`config.mk`:
```
export PLATFORM = sky130hd
export DESIGN_NAME = dmem_mmio
export DESIGN_NICKNAME = d
export VERILOG_FILES = /design/src/rtl/dmem_mmio_pkg.sv /design/src/rtl/sync_fifo.sv /design/src/rtl/dmem_mmio.sv
export SDC_FILE = /design/constraint.sdc
export NUM_CORES = 2
export LEC_CHECK = 0
export BUFFER_PORTS_ARGS = -buffer_cell sky130_fd_sc_hd__buf_2
export CAP_MARGIN = 20
export CORE_UTILIZATION = 45
export DETAILED_ROUTE_END_ITERATION = 8
export HOLD_SLACK_MARGIN = 0.03
export PLACE_DENSITY_LB_ADDON = 0.12
export SETUP_SLACK_MARGIN = 0.1
export SYNTH_ARGS = -nofsm -noshare
export SYNTH_HDL_FRONTEND = slang
export SYNTH_SLANG_ARGS = --single-unit
```
`constraint.sdc`:
```
create_clock -name clk -period 5.2 [get_ports clk]
set_input_delay 0.52 -clock clk [delete_from_list [all_inputs] [get_ports clk]]
set_output_delay 0.52 -clock clk [all_outputs]
set_load 0.02 [all_outputs]
```
`src/rtl/dmem_mmio_pkg.sv`:
```
// Shared constants for the data-memory stage: peripheral register offsets,
// STATUS bit positions and the address-decode selector.
package dmem_mmio_pkg;

   localparam logic [3:0] OFF_TXDATA = 4'h0;
   localparam logic [3:0] OFF_STATUS = 4'h4;
   localparam logic [3:0] OFF_CYCLE  = 4'h8;
   localparam logic [3:0] OFF_LED    = 4'hC;

   localparam int ST_EMPTY   = 0;
   localparam int ST_FULL    = 1;
   localparam int ST_OVF     = 2;
   localparam int ST_CNT_LSB = 3;

   typedef enum logic [2:0] {
      SEL_NONE,
      SEL_RAM,
      SEL_TXDATA,
      SEL_STATUS,
      SEL_CYCLE,
      SEL_LED
   } sel_t;

endpackage

```
`src/rtl/sync_fifo.sv`:
```
// Small synchronous FIFO with a combinational head output; a push is taken
// when full only if a pop frees a slot in the same cycle.
module sync_fifo #(
   parameter int WIDTH = 8,
   parameter int DEPTH = 4,
   parameter int CW    = $clog2(DEPTH + 1)
) (
   input  logic             clk,
   input  logic             reset,
   input  logic             push,
   input  logic [WIDTH-1:0] din,
   input  logic             pop,
   output logic [WIDTH-1:0] dout,
   output logic [CW-1:0]    count,
   output logic             full,
   output logic             empty
);

   localparam int AW = (DEPTH > 1) ? $clog2(DEPTH) : 1;

   logic [AW-1:0]    wr_ptr_reg, rd_ptr_reg;
   logic [AW-1:0]    wr_ptr_next, rd_ptr_next;
   logic [CW-1:0]    count_reg, count_next;
   logic [WIDTH-1:0] entry_q [DEPTH];
   logic             do_push, do_pop;

   assign empty   = (count_reg == '0);
   assign full    = (count_reg == CW'(DEPTH));
   assign count   = count_reg;
   assign do_pop  = pop && !empty;
   assign do_push = push && (!full || do_pop);

   assign wr_ptr_next = (wr_ptr_reg == AW'(DEPTH - 1)) ? '0 : wr_ptr_reg + 1'b1;
   assign rd_ptr_next = (rd_ptr_reg == AW'(DEPTH - 1)) ? '0 : rd_ptr_reg + 1'b1;

   always_comb begin
      count_next = count_reg;
      case ({do_push, do_pop})
         2'b10:   count_next = count_reg + 1'b1;
         2'b01:   count_next = count_reg - 1'b1;
         default: count_next = count_reg;
      endcase
   end

   always_ff @(posedge clk) begin
      if (reset) begin
         wr_ptr_reg <= '0;
         rd_ptr_reg <= '0;
         count_reg  <= '0;
      end else begin
         if (do_push) wr_ptr_reg <= wr_ptr_next;
         if (do_pop)  rd_ptr_reg <= rd_ptr_next;
         count_reg <= count_next;
      end
   end

   // Entries hold no reset; they are only observable through a valid pointer.
   genvar gi;
   generate
      for (gi = 0; gi < DEPTH; gi++) begin : g_entry
         logic [WIDTH-1:0] data_reg;
         always_ff @(posedge clk) begin
            if (do_push && (wr_ptr_reg == AW'(gi)))
               data_reg <= din;
         end
         assign entry_q[gi] = data_reg;
      end
   endgenerate

   assign dout = entry_q[rd_ptr_reg];

endmodule

```
`src/rtl/dmem_mmio.sv`:
```
// Data-side memory stage: word RAM plus a 16-byte peripheral window holding
// a TX byte FIFO, a loadable cycle counter and an LED register.
module dmem_mmio
   import dmem_mmio_pkg::*;
#(
   parameter int          RAM_WORDS  = 64,
   parameter int          FIFO_DEPTH = 4,
   parameter logic [31:0] MMIO_BASE  = 32'hFFFF_FF00
) (
   input  logic        clk,
   input  logic        reset,
   input  logic        memwrite,
   input  logic [31:0] addr,
   input  logic [31:0] writedata,
   output logic [31:0] readdata,
   output logic [7:0]  tx_data,
   output logic        tx_valid,
   input  logic        tx_ready,
   output logic [7:0]  led
);

   localparam int          RAW       = (RAM_WORDS > 1) ? $clog2(RAM_WORDS) : 1;
   localparam int          CW        = $clog2(FIFO_DEPTH + 1);
   localparam logic [31:0] RAM_LIMIT = 32'(RAM_WORDS * 4);

   logic [31:0]    word_addr, mmio_off;
   logic [RAW-1:0] ram_idx;
   sel_t           sel;

   logic [31:0] ram_reg [RAM_WORDS];
   logic [31:0] cycle_reg, cycle_next;
   logic [7:0]  led_reg;
   logic        ovf_reg, ovf_next;

   logic          fifo_push, fifo_pop, fifo_full, fifo_empty, fifo_drop;
   logic [CW-1:0] fifo_count;
   logic [3:0]    count_ext;
   logic [31:0]   status_word;

   assign word_addr = {addr[31:2], 2'b00};
   assign mmio_off  = word_addr - MMIO_BASE;
   assign ram_idx   = addr[RAW+1:2];

   always_comb begin
      sel = SEL_NONE;
      if (word_addr < RAM_LIMIT) begin
         sel = SEL_RAM;
      end else if (mmio_off[31:4] == 28'd0) begin
         case (mmio_off[3:0])
            OFF_TXDATA: sel = SEL_TXDATA;
            OFF_STATUS: sel = SEL_STATUS;
            OFF_CYCLE:  sel = SEL_CYCLE;
            OFF_LED:    sel = SEL_LED;
            default:    sel = SEL_NONE;
         endcase
      end
   end

   // RAM stores are deliberately not gated by reset.
   always_ff @(posedge clk) begin
      if (memwrite && (sel == SEL_RAM))
         ram_reg[ram_idx] <= writedata;
   end

   assign fifo_push = memwrite && (sel == SEL_TXDATA);
   assign fifo_pop  = tx_valid && tx_ready;
   assign fifo_drop = fifo_push && fifo_full && !fifo_pop;

   sync_fifo #(
      .WIDTH (8),
      .DEPTH (FIFO_DEPTH),
      .CW    (CW)
   ) u_tx_fifo (
      .clk   (clk),
      .reset (reset),
      .push  (fifo_push),
      .din   (writedata[7:0]),
      .pop   (fifo_pop),
      .dout  (tx_data),
      .count (fifo_count),
      .full  (fifo_full),
      .empty (fifo_empty)
   );

   assign tx_valid = !fifo_empty;

   always_comb begin
      cycle_next = cycle_reg + 32'd1;
      if (memwrite && (sel == SEL_CYCLE))
         cycle_next = writedata;
   end

   // A dropped push outranks a concurrent clear.
   always_comb begin
      ovf_next = ovf_reg;
      if (fifo_drop)
         ovf_next = 1'b1;
      else if (memwrite && (sel == SEL_STATUS) && writedata[ST_OVF])
         ovf_next = 1'b0;
   end

   always_ff @(posedge clk) begin
      if (reset) begin
         cycle_reg <= '0;
         led_reg   <= '0;
         ovf_reg   <= 1'b0;
      end else begin
         cycle_reg <= cycle_next;
         ovf_reg   <= ovf_next;
         if (memwrite && (sel == SEL_LED))
            led_reg <= writedata[7:0];
      end
   end

   assign led       = led_reg;
   assign count_ext = 4'(fifo_count);

   always_comb begin
      status_word                      = '0;
      status_word[ST_EMPTY]            = fifo_empty;
      status_word[ST_FULL]             = fifo_full;
      status_word[ST_OVF]              = ovf_reg;
      status_word[ST_CNT_LSB +: 3]     = count_ext[2:0];
   end

   always_comb begin
      readdata = '0;
      case (sel)
         SEL_RAM:    readdata = ram_reg[ram_idx];
         SEL_STATUS: readdata = status_word;
         SEL_CYCLE:  readdata = cycle_reg;
         SEL_LED:    readdata = {24'd0, led_reg};
         default:    readdata = '0;
      endcase
   end

endmodule

```
==> summary.json <==
{
  "floorplanning": {
    "design.core.area_mm2": 0.1740,
    "start_util_pct": 45.36,
    "die_width_um": 420.8,
    "dieHeight_um": 420.8,
    "pin_count": 117,
    "floorplan.die_area_mm2": 0.1771,
    "fp-row-count": 153
  },
  "layout": {
    "finish.cell_count_without_fillers": 7427,
    "utilization_pct": 52.80,
    "layout-area-overhead-vs-synth_pct": 16.40,
    "layout.nets": 5000,
    "largest_register_ffs": 2048,
    "stdcell_area_mm2": 0.09188,
    "final_layout_size_suffix_gt1_share_pct": 18.56,
    "fillCellCount": 14036
  },
  "global_routing": {
    "wire_length_of_the_first_global_routing_pass_um": 371200,
    "track_usage_pct": 30.47,
    "grt_start_max_net_pins": 72,
    "grt.overflow.total": 0,
    "grt_pass1_vias": 45501,
    "number_of_antenna_violations_at_the_first_check_in_global_routing": 6
  },
  "synth": {
    "synth-seq-area-share_pct": 80.35,
    "synth_top_cell_by_area": "sky130_fd_sc_hd__edfxtp_1",
    "total_nets_after_synthesis": 4608,
    "post_synth_inst_count": 4533,
    "synthMostInstantiatedCell": "sky130_fd_sc_hd__edfxtp_1",
    "asyncSetResetFlopFracSynth_pct": 0,
    "synth_enable_flop_cells": 2080,
    "yosysWarningCount": 0,
    "synth_largest_type_area_fraction_pct": 79.13,
    "synth.top_cells.by_area": "sky130_fd_sc_hd__edfxtp_1, sky130_fd_sc_hd__o22ai_1, sky130_fd_sc_hd__nor2_1, sky130_fd_sc_hd__dfxtp_1, sky130_fd_sc_hd__o221ai_1",
    "yosysUniqueCellTypes": 84,
    "syn_area_mm2": 0.07893,
    "synth_common_cells": "sky130_fd_sc_hd__edfxtp_1, sky130_fd_sc_hd__o22ai_1, sky130_fd_sc_hd__nor2_1, sky130_fd_sc_hd__buf_2, sky130_fd_sc_hd__o221ai_1",
    "synth_flop_cell": "sky130_fd_sc_hd__edfxtp_1",
    "postSynthRegisterBits": 2128,
    "syn-mean-instance-area_um2": 17.41
  },
  "clocking": {
    "clk_pin_slew_ns": 0.06,
    "clock_sink_count": 2128,
    "post_cts_resized": 0,
    "post_cts_repair_setup_buffers": 0,
    "cts_tree": "yes",
    "hold_buffer_count_at_cts": 0,
    "number_of_buffers_inserted_during_clock_tree_synthesis": 213,
    "clk-insertion-delay-late_ns": 0.85,
    "cts_root_buffer": "sky130_fd_sc_hd__clkbuf_16",
    "ctsLongestPathBuffers": 3,
    "htreeDepth": 4
  },
  "routing": {
    "drt.antenna.violating_nets": 0,
    "drt-initial-drc-count": 6971,
    "drc_errors": 0,
    "drt-wirelength-per-cell_um": 36.65,
    "detail_route.first_pass.iterations": 6,
    "routed-via-count": 48339,
    "postRouteWirelength_um": 272200,
    "routed_vias_inst": 6.509
  },
  "power": {
    "cell_internal_pwr_mw": 27.63,
    "power.share.sequential_pct": 53.2,
    "ir_worst_vdd_mv": 0.3544,
    "power.clock.fraction_pct": 42.0,
    "sw_frac_of_total_pct": 21.90,
    "power.switching_mw": 7.750,
    "pleak_nw": 28.77,
    "pwr_density_cell_mw_per_mm2": 385.1,
    "report.power.total_mw": 35.38,
    "comb_power_share_pct": 4.8
  },
  "sta": {
    "post-route-min-period_ns": 4.771,
    "timing.slew.headroom_pct": 26.67,
    "finalClockSkew_ns": 0.02126,
    "finalHoldViolCount": 0,
    "final.period_utilization_pct": 91.75,
    "setup_violations": 0,
    "fmax_ghz": 0.2096,
    "grt_setup_unrepaired": "no",
    "report.final.slew_viol_count": 0,
    "timing.setup.tns_ns": 0,
    "worst-slew-pin-transition_ns": 1.093
  },
  "setup_path": {
    "crit_path_end_kind": "output port",
    "required_time_at_the_worst_slack_endpoint_ns": 4.68,
    "r2r.worst_path.cells": 6,
    "worstSetupStartpointType": "primary input",
    "crit_path_cell_trace": "buf_6, or3b_4, buf_12, buf_4, o22ai_1, nor4_1, buf_4, a211o_1, a21oi_1, o41ai_1, buf_4, buf_2",
    "critical-path-max-stage-delay_ns": 0.65,
    "worstSetupPathDepth": 12,
    "crit_type": "primary input to output port",
    "critPathTopFamily": "buffers and inverters",
    "reg2reg_slack_ns": 2.69,
    "crit_start": "addr[4]",
    "worstPathArrival_ns": 4.25,
    "timing.critical_path.fanout_max": 42,
    "critical_path.n_buffers_inverters": 6,
    "worst_r2r_startpoint": "cycle_reg[0]$_SDFF_PP0_",
    "cpMaxStageDelayCell": "sky130_fd_sc_hd__or3b_4",
    "regToRegEndpoint": "cycle_reg[30]$_SDFF_PP0_",
    "timing.critical_path.to": "readdata[13]",
    "most_repeated_library_cell_on_the_critical_path": "sky130_fd_sc_hd__buf_4"
  },
  "job": {
    "cap_violations": 0
  },
  "min_path": {
    "holdCritPathClass": "primary input to flop"
  },
  "place": {
    "place_inst": 7030,
    "place_congestion": 0.8633,
    "place_hpwl_um": 156900,
    "post_dp_cell_area_mm2": 0.08514,
    "buffer_ports.inserted": 114
  },
  "outcome": {
    "outcome": "finished clean"
  }
}
==> metrics by stage <==
stage                     worst slack [ns]  hold WS [ns]
final                               0.4288       0.07092
after global routing                0.2991       0.04607
after CTS                           0.4340       0.03090
after detailed placement            0.4289        0.4653
after global placement              0.1558        0.4597
after floorplan                      1.413        0.4444
==> worst min-delay path by stage <==
stage,from,to,depth (start not counted)
finish,writedata[7],ram_reg[15][7]$_DFFE_PP_,1
detailed placement,ovf_reg$_SDFFE_PP0P_,ovf_reg$_SDFFE_PP0P_,2
CTS,writedata[7],ram_reg[15][7]$_DFFE_PP_,1
global route,writedata[7],ram_reg[15][7]$_DFFE_PP_,1
floorplan,ovf_reg$_SDFFE_PP0P_,ovf_reg$_SDFFE_PP0P_,2
global placement,ovf_reg$_SDFFE_PP0P_,ovf_reg$_SDFFE_PP0P_,2
==> worst reg2reg max path, stage by stage, from the launching register on <==
cell and delay (ns):
sky130_fd_sc_hd__dfxtp_1 0.44, sky130_fd_sc_hd__ha_1 0.26, sky130_fd_sc_hd__and3_1 0.71, sky130_fd_sc_hd__nand4_1 0.39
sky130_fd_sc_hd__nor2_1 0.32, sky130_fd_sc_hd__xnor2_1 0.17, sky130_fd_sc_hd__a211oi_2 0.08
==> metal layers <==
layer	vias to the layer above	share of wire, %	global-route usage (%)
met4	2	3.4	10.13
met2	2597	48	48.66
met3	386	8.6	4.500
li1	19745	-	-
met5	-	0.0033	0
met1	25609	40	43.01
==> kinds of logic after synthesis <==
| logic type | count (synthesis) | share of synthesized area, % |
|---|---|---|
| DFF | 2128 | 80.35 |
| AOI/OAI and AO/OA | 1284 | 11.25 |
| and+or+nand+nor | 651 | 4.056 |
| buffers and inverters | 310 | 1.823 |
| muxes | 122 | 2.056 |
| xor gates and xnor gates | 31 | 0.3440 |
| adders and majority gates | 7 | 0.1205 |
==> layout make-up <==
cell class              instances  area [µm²]  share of cell area (%)
diodes                          4       10.01                 0.01089
clock buffers                 265        5640                   6.139
clock inverters               123       992.2                   1.080
inverters                      11       41.29                 0.04494
multi-input cells            2095       14600                   15.89
flip-flops and latches       2128       63420                   69.03
well taps                    2325        2909                   3.166
repair buffers                476        4263                   4.640
==> cells in the final DEF (no fill, tap or decap), types with 10 or more instances in the layout <==
| cell | synthesis | final |
|---|---|---|
| sky130_fd_sc_hd__a211oi_1 | 15 | 15 |
| sky130_fd_sc_hd__a211oi_2 | 30 | 30 |
| sky130_fd_sc_hd__a21oi_1 | 83 | 83 |
| sky130_fd_sc_hd__a22oi_1 | 18 | 18 |
| sky130_fd_sc_hd__a31oi_1 | 10 | 10 |
| sky130_fd_sc_hd__and3_1 | 20 | 20 |
| sky130_fd_sc_hd__buf_12 | 0 | 75 |
| sky130_fd_sc_hd__buf_2 | 160 | 110 |
| sky130_fd_sc_hd__buf_4 | 12 | 288 |
| sky130_fd_sc_hd__bufinv_16 | 0 | 14 |
| sky130_fd_sc_hd__clkbuf_1 | 80 | 45 |
| sky130_fd_sc_hd__clkbuf_16 | 0 | 217 |
| sky130_fd_sc_hd__clkinv_1 | 0 | 65 |
| sky130_fd_sc_hd__clkinv_2 | 0 | 33 |
| sky130_fd_sc_hd__dfxtp_1 | 48 | 48 |
| sky130_fd_sc_hd__edfxtp_1 | 2080 | 2080 |
| sky130_fd_sc_hd__mux2_2 | 41 | 41 |
| sky130_fd_sc_hd__mux2i_1 | 53 | 53 |
| sky130_fd_sc_hd__mux4_2 | 28 | 28 |
| sky130_fd_sc_hd__nand2_1 | 81 | 79 |
| sky130_fd_sc_hd__nand2b_1 | 10 | 10 |
| sky130_fd_sc_hd__nand3_1 | 35 | 32 |
| sky130_fd_sc_hd__nor2_1 | 262 | 198 |
| sky130_fd_sc_hd__nor2_4 | 0 | 64 |
| sky130_fd_sc_hd__nor3_1 | 76 | 75 |
| sky130_fd_sc_hd__nor4_1 | 98 | 98 |
| sky130_fd_sc_hd__o21ai_0 | 66 | 66 |
| sky130_fd_sc_hd__o221ai_1 | 100 | 100 |
| sky130_fd_sc_hd__o22a_1 | 90 | 90 |
| sky130_fd_sc_hd__o22ai_1 | 737 | 737 |
| sky130_fd_sc_hd__o31ai_1 | 14 | 14 |
| sky130_fd_sc_hd__o41ai_1 | 17 | 17 |
| sky130_fd_sc_hd__or4_1 | 13 | 13 |
| sky130_fd_sc_hd__xnor2_1 | 17 | 17 |
| sky130_fd_sc_hd__xor2_1 | 14 | 14 |
==> power groups by stage <==
stage          Combinational (mW)  Clock, mW  Sequential, mW
2_1_floorplan               0.670          0            19.2
3_3_place_gp                 1.67          0            19.2
3_5_place_dp                 1.68          0            19.2
4_1_cts                      1.69       15.0            18.8
5_1_grt                      1.77       15.6            18.8
6_report                     1.71       14.9            18.8
Power figures use the tool's default switching activity.
